==> src/rtl/uart_rx_frame.sv <==
// UART receiver: 2-FF synchroniser, mid-bit sampling with false-start rejection,
// optional parity, 1-2 stop bits, valid/ready hold register with overrun pulse.
// Define UART_RX_MAJORITY_EN for 2-of-3 majority sampling around each sample point.
module uart_rx_frame #(
  parameter int unsigned CLKS_PER_BIT = 8,
  parameter int unsigned DATA_BITS    = 8,
  parameter int unsigned PARITY_MODE  = 1,
  parameter int unsigned STOP_BITS    = 1
) (
  input  logic                 clk,
  input  logic                 reset,
  input  logic                 rx,
  output logic [DATA_BITS-1:0] data_out,
  output logic                 data_valid,
  input  logic                 data_ready,
  output logic                 parity_error,
  output logic                 framing_error,
  output logic                 overrun,
  output logic                 busy
);

  localparam int unsigned CW = $clog2(CLKS_PER_BIT);
  localparam int unsigned BW = $clog2(DATA_BITS + 1);

`ifdef UART_RX_MAJORITY_EN
  localparam int unsigned MAJ = 1;
`else
  localparam int unsigned MAJ = 0;
`endif

  // With majority voting the decision moves one cycle later; later bits inherit the offset.
  localparam logic [CW-1:0] START_LAST = CW'(CLKS_PER_BIT / 2 - 1 + MAJ);
  localparam logic [CW-1:0] BIT_LAST   = CW'(CLKS_PER_BIT - 1);
  localparam logic [BW-1:0] DATA_LAST  = BW'(DATA_BITS - 1);
  localparam logic [BW-1:0] STOP_LAST  = BW'(STOP_BITS - 1);

  typedef enum logic [2:0] {
    IDLE,
    START,
    DATA,
    PARITY,
    STOP,
    RECOVER
  } state_t;

  state_t                 state;
  logic                   rx_meta;
  logic                   rx_s;
  logic                   samp;
  logic [CW-1:0]          clk_cnt;
  logic [BW-1:0]          bit_cnt;
  logic [DATA_BITS-1:0]   shift_reg;
  logic                   par_err;
  logic                   fe_acc;
  logic                   frame_done;

  always_ff @(posedge clk or negedge reset) begin
    if (!reset) begin
      rx_meta <= 1'b1;
      rx_s    <= 1'b1;
    end else begin
      rx_meta <= rx;
      rx_s    <= rx_meta;
    end
  end

`ifdef UART_RX_MAJORITY_EN
  logic rx_d1;
  logic rx_d2;

  always_ff @(posedge clk or negedge reset) begin
    if (!reset) begin
      rx_d1 <= 1'b1;
      rx_d2 <= 1'b1;
    end else begin
      rx_d1 <= rx_s;
      rx_d2 <= rx_d1;
    end
  end

  always_comb begin
    samp = (rx_s & rx_d1) | (rx_s & rx_d2) | (rx_d1 & rx_d2);
  end
`else
  always_comb begin
    samp = rx_s;
  end
`endif

  assign busy = (state != IDLE);

  always_ff @(posedge clk or negedge reset) begin
    if (!reset) begin
      state         <= IDLE;
      clk_cnt       <= '0;
      bit_cnt       <= '0;
      shift_reg     <= '0;
      par_err       <= 1'b0;
      fe_acc        <= 1'b0;
      frame_done    <= 1'b0;
      data_out      <= '0;
      data_valid    <= 1'b0;
      parity_error  <= 1'b0;
      framing_error <= 1'b0;
      overrun       <= 1'b0;
    end else begin
      frame_done <= 1'b0;
      overrun    <= 1'b0;

      case (state)
        IDLE: begin
          if (!rx_s) begin
            state   <= START;
            clk_cnt <= '0;
            bit_cnt <= '0;
            par_err <= 1'b0;
            fe_acc  <= 1'b0;
          end
        end

        START: begin
          if (clk_cnt == START_LAST) begin
            clk_cnt <= '0;
            state   <= samp ? IDLE : DATA;
          end else begin
            clk_cnt <= clk_cnt + 1'b1;
          end
        end

        DATA: begin
          if (clk_cnt == BIT_LAST) begin
            clk_cnt   <= '0;
            shift_reg <= {samp, shift_reg[DATA_BITS-1:1]};
            if (bit_cnt == DATA_LAST) begin
              bit_cnt <= '0;
              state   <= (PARITY_MODE != 0) ? PARITY : STOP;
            end else begin
              bit_cnt <= bit_cnt + 1'b1;
            end
          end else begin
            clk_cnt <= clk_cnt + 1'b1;
          end
        end

        PARITY: begin
          if (clk_cnt == BIT_LAST) begin
            clk_cnt <= '0;
            par_err <= (^shift_reg) ^ samp ^ (PARITY_MODE == 2);
            state   <= STOP;
          end else begin
            clk_cnt <= clk_cnt + 1'b1;
          end
        end

        STOP: begin
          if (clk_cnt == BIT_LAST) begin
            clk_cnt <= '0;
            fe_acc  <= fe_acc | ~samp;
            if (bit_cnt == STOP_LAST) begin
              bit_cnt    <= '0;
              frame_done <= 1'b1;
              state      <= samp ? IDLE : RECOVER;
            end else begin
              bit_cnt <= bit_cnt + 1'b1;
            end
          end else begin
            clk_cnt <= clk_cnt + 1'b1;
          end
        end

        RECOVER: begin
          if (rx_s) begin
            state <= IDLE;
          end
        end

        default: state <= IDLE;
      endcase

      // Completion is resolved one cycle after the last stop sample, against the hold register.
      if (frame_done) begin
        if (!data_valid || data_ready) begin
          data_out      <= shift_reg;
          parity_error  <= par_err;
          framing_error <= fe_acc;
          data_valid    <= 1'b1;
        end else begin
          overrun <= 1'b1;
        end
      end else if (data_valid && data_ready) begin
        data_valid <= 1'b0;
      end
    end
  end

endmodule

==> config.mk <==
export PLATFORM = sky130hd
export DESIGN_NAME = uart_rx_frame
export DESIGN_NICKNAME = d
export VERILOG_FILES = /design/src/rtl/uart_rx_frame.sv
export SDC_FILE = /design/constraint.sdc
export NUM_CORES = 1
export LEC_CHECK = 0
export ABC_AREA = 1
export CORE_MARGIN = 2
export CORE_UTILIZATION = 50
export CTS_CLUSTER_DIAMETER = 100
export CTS_CLUSTER_SIZE = 28
export DETAILED_ROUTE_END_ITERATION = 16
export GPL_TIMING_DRIVEN = 1
export PLACE_DENSITY = 0.71
export SKIP_LAST_GASP = 1
export SYNTH_ARGS = -nofsm -noshare
export SYNTH_HDL_FRONTEND = slang
export SYNTH_SLANG_ARGS = --single-unit
==> constraint.sdc <==
create_clock -name clk -period 1.89 [get_ports clk]
set_clock_uncertainty 0.15 [all_clocks]
set_input_delay 0.378 -clock clk [delete_from_list [all_inputs] [get_ports clk]]
set_output_delay 0.378 -clock clk [all_outputs]
set_load 0.02 [all_outputs]
# After elaboration in Yosys (flattened, before gate mapping)

Cells that the tools add are included.

$add $sub $neg: 2
Multiply operators: 0
Divide/modulo/power cells: 0
$lt $le $gt $ge: 0
Equality and inequality tests: 17
Shift operators: 0
Muxes and demuxes: 34
Bitwise operators: 3
Reduce and logical (&&, ||, !) cells: 21

Operator list:

| kind                  | count |
|---|---|
| $mux W3               | 12 |
| $mux W4               | 5 |
| $pmux W3 S6           | 1 |
| $ne A2 B2 Y1 const B  | 8 |
| $pmux W4 S3           | 1 |
| $mux W1               | 11 |
| $eq A3 B2 Y1 const B  | 3 |
| $eq A3 B3 Y1 const B  | 3 |
| $pmux W3 S3           | 1 |
| $reduce_bool A3 Y1    | 3 |
| $reduce_and A2 Y1     | 4 |
| $reduce_and A8 Y1     | 1 |
| $reduce_xor A8 Y1     | 1 |
| $reduce_and A3 Y1     | 2 |
| $reduce_bool A2 Y1    | 3 |
| $add A4 B1 Y4 const B | 1 |
| $eq A4 B3 Y1 const B  | 1 |
| $logic_not A4 Y1      | 1 |
| $pmux W1 S2           | 2 |
| $reduce_and A4 Y1     | 1 |
| $add A3 B1 Y3 const B | 1 |
| $eq A3 B1 Y1 const B  | 1 |
| $logic_not A3 Y1      | 1 |
| $reduce_or A3 Y1      | 1 |
| other kinds (8)       | 8 |

Flip-flop bits (word level): 35
Bits in latches: 0
Bits in writable memories: 0
Memory bits (read-only): 0
Output and inout port bits: 13
Logic and storage cells: 91
Memories kept: 0

# Logic depth before layout (Yosys ltp)

Gate-level depths: netlist of run 1.

Word-level depth: 4
Depth in mapped cells: 11
Mapped depth without buffers: 11

# Worst setup path after synthesis of run 1

OpenSTA, ideal clock, no wires.

Kind: reg-to-reg
Start: register clk_cnt[0]
End: register bit_cnt[1]
Setup time: 0.129 ns
Data arrival time: 1.303 ns
Slack: 0.309 ns
Stages on the path, launching flop included: 7
Buffers on the path: 0
Period minus slack after synthesis: 1.581 ns
Cell sequence: dfrtp_1 -> ha_1 -> ha_1 -> a31oi_1 -> nor2_2 -> nand3_1 -> o21ai_0

Cells in the longest elaborated chain, start to end: 3
Elaborated cells on any way between the ends: 4
Those cells by class: eq/ne (3); reduce/logical (1)

RTL lines:

| what                          | line     | RTL |
|---|---|---|
| start: declaration            | 50       | `logic [CW-1:0] clk_cnt;` |
| start signal: assignment      | 126      | `clk_cnt <= clk_cnt + 1'b1;` |
| start signal: assignment      | 141      | `clk_cnt <= clk_cnt + 1'b1;` |
| start signal: assignment      | 151      | `clk_cnt <= clk_cnt + 1'b1;` |
| $eq A3 B3 Y1 *                | 131, 156 |  |
| $ne A2 B2 Y1 (no line)        | n/a      |  |
| $reduce_and A4 Y1 (no line) * | n/a      |  |
| end signal: assignment        | 138      | `bit_cnt <= bit_cnt + 1'b1;` |
| end signal: assignment        | 164      | `bit_cnt <= bit_cnt + 1'b1;` |
| end: declaration              | 51       | `logic [BW-1:0] bit_cnt;` |

Every way passes the cells marked *; elsewhere a longest branch is shown, timed or not.
A chain may end at the register's enable or synchronous reset.

# Worst setup path after layout of run 1

Start: register data_out[7]
End: output data_out[7]

RTL lines:

| what                     | line | RTL |
|---|---|---|
| start: declaration       | 13   | `output logic [DATA_BITS-1:0] data_out,` |
| start signal: assignment | 183  | `data_out <= shift_reg;` |

No word-level cell between the ends.

==> results of run 1 <==
-- where the power goes --
group	switching (mW)	internal, mW
clock	0.242	0.145
sequential	0.0984	0.846
combinational	0.481	0.268
total	0.822	1.26
-- kinds of logic (layout without fill, tap and decap cells) --
kind of cell / after synthesis / in the layout / share of synthesized area [%]
AND/OR/NAND/NOR: 98 / 98 / 24.1
adder cells (fa/ha/maj): 7 / 7 / 5.04
AO/OA/AOI/OAI: 36 / 36 / 12.0
XOR/XNOR: 2 / 2 / 1.01
flip-flops: 35 / 35 / 50.5
multiplexers: 1 / 1 / 0.648
buffers and inverters: 30 / 55 / 6.70
-- layout by cell type, fill, tap and decap left out, types with 2 or more instances in the layout --
cell type	instances
a21oi_1	4
buf_4	3
clkbuf_1	2
clkbuf_4	5
clkdlybuf4s50_1	14
dfrtp_1	32
dfstp_2	2
ha_1	7
inv_1	25
inv_2	2
nand2_1	60
nand2_2	5
nand3_1	14
nor2_1	12
nor2_4	2
o21ai_0	21
o21ai_1	2
o21ai_2	2
xor2_1	2
-- layout make-up --
class,count,area [um^2],share of cell area (%)
Clock inverter,1,5.00,0.246
Clock buffer,7,45.0,2.21
Inverter,28,108,5.29
Multi-Input combinational cell,144,759,37.3
Sequential cell,35,880,43.2
Tap cell,46,57.6,2.83
Timing Repair Buffer,19,180,8.86
-- repair_timing --
action,in CTS,in global routing
setup endpoints to repair,1,4
buffers inserted,1,0
gates resized for setup,4,4
hold buffers,0,0
-- Yosys cell counts (2+ instances only) --
cell | n | area, um^2
a21oi_1 | 4 | 20.0
xor2_1 | 2 | 17.5
ha_1 | 7 | 87.6
dfrtp_1 | 33 | 826
o21ai_1 | 2 | 10.0
nand2_2 | 5 | 31.3
o21ai_0 | 21 | 105
o21ai_2 | 2 | 17.5
a31oi_1 | 2 | 12.5
dfstp_2 | 2 | 52.6
nand2_1 | 60 | 225
inv_1 | 25 | 93.8
nor2_2 | 3 | 18.8
nand3_1 | 14 | 70.1
nor2_1 | 12 | 45.0
inv_2 | 2 | 7.51
-- per-stage QoR --
step	cell area (um^2)	power (mW)	utilization [%]	hold WS [ps]	worst slack (ps)
3_3_place_gp	1960	1.65	58.8	196	92.4
6_report	2030	2.08	61.0	216	66.6
3_5_place_dp	1960	1.66	58.8	202	72.7
2_1_floorplan	1740	1.48	-	-67.6	309
5_1_grt	2030	2.27	61.0	224	4.19
4_1_cts	2030	2.08	60.7	219	7.79
-- path summary, 6_finish.rpt --
path	start	endpoint	slack, ps
max in group asynchronous	reset	rx_s	970
min in group asynchronous	reset	par_err	290
worst min-delay path	rx_meta	rx_s	220
worst max-delay path	data_out[7]	data_out[7]	70
worst min register to register	rx_meta	rx_s	220
worst max register to register	state[0]	state[2]	160
-- per-layer routing --
metal  part of all wire [%]  vias up  GRT usage [%]
li1                       -      719              -
met1                     48      644           24.4
met2                     46       28           29.3
met3                    4.0        7           5.05
met4                    1.7        0           5.83
met5                      0        -              0
==> run metrics, run 1 <==
cell with the largest stage delay on the worst path clkdlybuf4s50_1; Crit path arrival time between 1000 and 1500 ps; non-filler instance count after layout 280; Clk pin slew, worst setup/hold paths ~100 ps; number of instances in the placed design about 270; final global-route overflow total 0; number of cells on the worst hold path 0; post-synthesis register bit count 35; worst rel slew slack 71.7%; io pins 17; DRT antenna net count 0; buffer type at the clock tree root clkbuf_4; wire length of the first global-routing pass about 5800 um; total global-route track usage between 10% and 20%; worst-skew pair later-pin latency roughly 330 ps; number of distinct library cells after synthesis 29; count of filler cells inserted in the layout about 300; maximum fanout along the worst path 2; Die Span X between 60 and 70 um; Fin Setup TNS 0 ps; number of setup violations in the final report 0; antenna diode instance count 0; DRC violations left 0; floorplan die height approximately 63 um; power density cells between 1000 and 1500 nW/um^2; CP endpoint kind primary output; share of final-layout standard cells stronger than drive strength 1 between 10% and 20%; layout net count between 200 and 250; Longest Clk Path Bufs 2; syn_area_per_cell between 8 and 9 um^2; final weighted congestion of routability-driven global placement 0.839; P_leak between 0.9 and 1 nW; Buffers on Ports 16; Die Area 3960 um^2; initial antenna violation count 0; first-iteration detailed-routing DRC count 91; RSZ-0062 raised after global routing no; HPWL after DPL 2230 um; number of sinks on the clock net 35; classification of the worst setup path flop to primary output; total nets after synthesis 220; final WL slightly above 3000 um; cell count of the worst reg-to-reg path 9; Pre-antenna DRT Iters 4; number of failing hold endpoints at the final stage 0; peak ir drop on the vdd network around 0.7 mV; peak clock frequency supported by timing between 500 and 600 MHz; count of cell instances traversed by the critical path 1; period utilization between 90% and 100%; share of synthesized flip-flops with an asynchronous set or reset 100%; cell area after synthesis between 1500 and 2000 um^2; required time reported for the critical path endpoint between 1000 and 1500 ps; max_cap viols 0; CTS tree done; synthesis-to-layout area growth 17.1%; slew of the pin with the lowest slew margin 425 ps; count of buffer and inverter cells on the critical path 1; CTS buffer count 5; vias in the first global route 1,300; number of vias in the routed layout between 1,000 and 1,500; commonest register cell after synthesis dfrtp_1; Top delay family on crit path buffers and inverters; Syn. warnings 0; class of the most critical hold timing path flop to flop; number of flops mapped to enable cells by yosys 0; Avg WL per Cell about 11 um; CORE AREA approximately 3300 um^2; largest stage delay on the critical path approximately 600 ps; Synth Instances 209; final period demand of the worst path around 1800 ps; initial cell density of the core approximately 52%; vias per inst 4.99; startpoint types flop; sequential share of the synthesized area 50.5%; sequence of cells on the critical path clkdlybuf4s50_1; H-tree levels 2; row cnt 21; Pins Over Slew Limit 0; result of the run finished, final reports clean; maximum number of pins on one net before global-route repair 36
Power figures use the tool's default switching activity.
==> inputs of run 2 (changes only) <==
--- a/config.mk
+++ b/config.mk
@@ -11,3 +11,2 @@
 export CTS_CLUSTER_DIAMETER = 100
-export CTS_CLUSTER_SIZE = 28
 export DETAILED_ROUTE_END_ITERATION = 16
--- a/constraint.sdc
+++ b/constraint.sdc
@@ -4,2 +4,2 @@
 set_output_delay 0.378 -clock clk [all_outputs]
-set_load 0.02 [all_outputs]
+set_load 0.01 [all_outputs]
==> run 2 against run 1 <==
Compared with the run above: hold slack got worse by 4.4 ps; routed wire length grew 7.7%; utilization is 1.5 points higher; first-iteration DRC count up 30%; clock-buffer cell count fell by 1; critical path type unchanged.
==> run metrics, run 2 (synthesis gave the netlist of run 1 again) <==
P_leak approximately 1.0 nW; final period demand of the worst path 1790 ps; post-route cell area roughly 2100 um^2; Fin Setup TNS 0 ps; final global-route overflow total 0; vias in the first global route approximately 1,300; cell count of the worst reg-to-reg path 9; CP endpoint kind primary output; H-tree levels 2; endpoint of the most critical register-to-register path state[2]; peak ir drop on the vdd network between 0.6 and 0.7 mV; class of the most critical hold timing path flop to flop; maximum fanout along the worst path 3; Clk pin slew, worst setup/hold paths between 100 and 150 ps; number of sinks on the clock net 35; Post-CTS Hold Fix Bufs 0; Total Power Consumption around 2.3 mW; period utilization 94.9%; largest stage delay on the critical path 400 ps; power density cells 1090 nW/um^2; CTS buffer count 5; Pins Over Slew Limit 0; share of final-layout standard cells stronger than drive strength 1 between 10 and 15%; total global-route track usage 19.4%; CORE AREA 3340 um^2; initial cell density of the core between 50% and 60%; WHS Endpoint rx_s; number of failing hold endpoints at the final stage 0; final design utilization 62.5%; worst reg-to-reg setup slack about 150 ps; number of setup violations in the final report 0; row cnt 21; first-iteration detailed-routing DRC count around 120; Die Area between 3000 and 4000 um^2; Longest Clk Path Bufs 2; Pre-antenna DRT Iters 4; number of cells on the worst hold path 0; DRT antenna net count 0; classification of the worst setup path flop to primary output; wire length of the first global-routing pass a little over 6000 um; io pins 17; DRC violations left 0; Buffers on Ports 16; HPWL after DPL approximately 2400 um; synthesis-to-layout area growth 19.9%; instance area at placement between 1500 and 2000 um^2; floorplan die height 63.0 um; CTS tree done; count of filler cells inserted in the layout 303; pre-CTS setup slack 189 ps; worst-skew pair later-pin latency ~340 ps; slew of the pin with the lowest slew margin about 430 ps; sequence of cells on the critical path nor2_2, nand2_2, dlygate4sd2_1; count of buffer and inverter cells on the critical path 1; result of the run finished, final reports clean; antenna diode instance count 0; worst rel slew slack a little under three quarters; startpoint types flop; most frequent cells in the layout nand2_1 (59), dfrtp_1 (33), inv_1 (25); startpoint of the worst hold path rx_meta; RSZ-0062 raised after global routing no; slack of the critical path 95.7 ps; Avg WL per Cell 11.7 um; Top delay family on crit path flip-flops; peak clock frequency supported by timing about 560 MHz; Die Span X between 60 and 70 um; launching point of the worst reg2reg path state[0]; final WL 3320 um; Crit path arrival time around 1300 ps; initial antenna violation count 0; max_cap viols 0; number of vias in the routed layout around 1,400; cell with the largest stage delay on the worst path dfrtp_1; layout net count between 200 and 250; most common cell after layout, fill and taps aside nand2_1; final weighted congestion of routability-driven global placement ~0.86; maximum number of pins on one net before global-route repair 36; buffer type at the clock tree root clkbuf_4; required time reported for the critical path endpoint between 1000 and 1500 ps; vias per inst 5.03
run 2: cell count changes in the layout (fill, tap and decap cells not counted), moves of 2 or more:
cell / previous run / this run
buf_4: 3 / 6
clkbuf_1: 2 / 0
ha_1: 7 / 5
ha_2: 0 / 2
nor2_2: 1 / 3
nor2_4: 2 / 0
run 2: through the flow:
step	hold slack (ps)	instances
finish	211	283
global route	222	283
CTS	212	282
detailed placement	197	272
global placement	196	272
floorplan	-67.6	209
run 2: worst max-delay path by stage:
stage,from,endpoint,slack [ps],cells after the start
after floorplan,clk_cnt[0],bit_cnt[1],310,6
after global placement,state[2],busy,210,3
after detailed placement,state[2],busy,190,3
after CTS,state[0],busy,20,3
after global routing,state[0],state[2],20,9
final,state[0],busy,100,3
run 2: routing by layer:
layer	vias up	global-route usage, %	wire length [um]
met5	-	0	0
met4	0	6.67	38
met3	4	5.05	135
met2	26	30.1	1580
met1	670	26.4	1570
li1	724	-	-
run 2: timing repair:
| item | 4_1_cts | 5_1_grt |
|---|---|---|
| setup buffers | 2 | 1 |
| hold endpoints to repair | 0 | 0 |
| gates resized for setup | 1 | 3 |
| pin swaps | 0 | 1 |
| setup endpoints to repair | 1 | 3 |
run 2: cell type report:
type,instances,area [um^2],share of cell area (%)
clock buffers,6,51.3,2.46
clock inverters,2,35.0,1.68
inverters,28,108,5.16
multi-input cells,144,751,36.0
flip-flops and latches,35,878,42.1
well taps,46,57.6,2.76
repair buffers,22,204,9.78
run 2: report_power, final:
group / total (mW) / internal [mW] / switching [mW] / leakage, nW
combinational: 0.785 / 0.292 / 0.493 / 0.477
clock: 0.563 / 0.312 / 0.250 / 0.0482
sequential: 0.931 / 0.845 / 0.0863 / 0.472
==> inputs of run 3 (changes only) <==
- CORE_UTILIZATION: 50 -> 35
- PLACE_DENSITY: 0.71 -> default
==> run 3 against run 2 <==
Compared with the run above: sequential share of layout area is 0.55 points lower; largest cell class unchanged; largest power group unchanged; clock-buffer cell count shrank 1; critical path type unchanged; non-clock buffer count did not move.
==> run metrics, run 3 (synthesis gave the netlist of run 1 again) <==
result of the run finished, final reports clean; antenna diode instance count 0; final global-route overflow total 0; Fin Setup TNS 0 ps; Buffers on Ports 16; final weighted congestion of routability-driven global placement roughly 0.84; power density cells around 1100 nW/um^2; Clk pin slew, worst setup/hold paths approximately 80 ps; initial cell density of the core a little over a third; CTS buffer count 5; number of sinks on the clock net 35; HPWL after DPL roughly 2400 um; period utilization between 90% and 100%; final WL 3190 um; count of filler cells inserted in the layout 511; Total Power Consumption about 2.2 mW; RSZ-0062 raised after global routing no; required time reported for the critical path endpoint roughly 1400 ps; peak clock frequency supported by timing 564 MHz; initial antenna violation count 0; startpoint types flop; max_cap viols 0; layout net count around 250; vias per inst 4.58; DRC violations left 0; Pins Over Slew Limit 0; class of the most critical hold timing path flop to flop; CTS tree done; number of failing hold endpoints at the final stage 0; number of vias in the routed layout 1,393; vias in the first global route around 1,300; CP endpoint kind primary output; most frequent cells in the layout nand2_1 (60), dfrtp_1 (33), inv_1 (25); Post-CTS Hold Fix Bufs 0; global routing met1 resource utilization approximately 17%; H-tree levels 2; Global Route met2 Usage between 20% and 30%; maximum number of pins on one net before global-route repair 22; maximum fanout along the worst path 4; io pins 17; Crit path arrival time about 1200 ps; synthesis-to-layout area growth 21.5%; Pre-antenna DRT Iters 4; global-route met3 utilization approximately 3.7%; Longest Clk Path Bufs 2; worst rel slew slack between 70% and 80%; pre-CTS setup slack about 170 ps; slew of the pin with the lowest slew margin 347 ps; Die Area between 5000 and 6000 um^2; first-iteration detailed-routing DRC count 46; Die Span X between 70 and 80 um; Avg WL per Cell around 11 um; wire length of the first global-routing pass between 5000 and 6000 um; DRT antenna net count 0; row cnt 25; P_leak about 1.0 nW; buffer type at the clock tree root clkbuf_8; total global-route track usage 13.1%; final period demand of the worst path roughly 1800 ps; floorplan die height between 70 and 80 um; peak ir drop on the vdd network a little over 0.5 mV; most common cell after layout, fill and taps aside nand2_1; Hold Worst Slack 201 ps; worst-skew pair later-pin latency 290 ps; classification of the worst setup path flop to primary output; CORE AREA 4750 um^2; slack of the critical path around 120 ps; number of setup violations in the final report 0; share of final-layout standard cells stronger than drive strength 1 13.9%; busiest layer in global routing met2
==> run 3: final timing paths <==
path / startpoint / endpoint / slack [ps] / depth (start not counted)
min in group asynchronous: reset / parity_error / 280 / 2
max in group asynchronous: reset / shift_reg[0] / 1060 / 2
max: state[0] / busy / 120 / 3
min reg2reg: rx_meta / rx_s / 200 / 0
min: rx_meta / rx_s / 200 / 0
max reg2reg: clk_cnt[0] / state[1] / 170 / 7
==> run 3: repair_timing <==
item,CTS,global route
setup endpoints to repair,1,1
hold endpoints to repair,0,0
setup buffers,2,0
resized for setup,1,1
==> run 3: area by class of cell <==
type | instances | area [um^2] | share of cell area, %
clock buffer | 5 | 68.8 | 3.26
sequential | 35 | 878 | 41.6
inverter | 28 | 108 | 5.09
multi-input combinational | 144 | 749 | 35.5
timing repair buffer | 22 | 204 | 9.66
tap | 67 | 83.8 | 3.97
clock inverter | 3 | 20.0 | 0.948
==> run 3: worst max-delay path, stage by stage (launching register included) <==
cell and delay, ps:
dfrtp_1 420, nor2_2 130, nand2_1 110, dlygate4sd2_1 300
==> run 3: routing by layer <==
metal	vias to the layer above	wire length, um
li1	727	-
met3	7	132
met5	-	0
met2	22	1320
met4	0	61
met1	637	1680
==> run 3: power by group <==
group | total [mW] | internal (mW) | switching, mW | leakage (nW)
clock | 0.536 | 0.256 | 0.280 | 0.0402
sequential | 0.933 | 0.845 | 0.0877 | 0.472
combinational | 0.750 | 0.277 | 0.472 | 0.483
==> run 3: stage by stage <==
stage / instance area (um^2) / std cells / utilization (%)
6_report: 2110 / 304 / 44.4
5_1_grt: 2110 / 304 / 44.4
4_1_cts: 2110 / 304 / 44.3
3_5_place_dp: 2000 / 294 / 42.1
3_3_place_gp: 2000 / 294 / 42.1
2_1_floorplan: 1740 / 209 / -
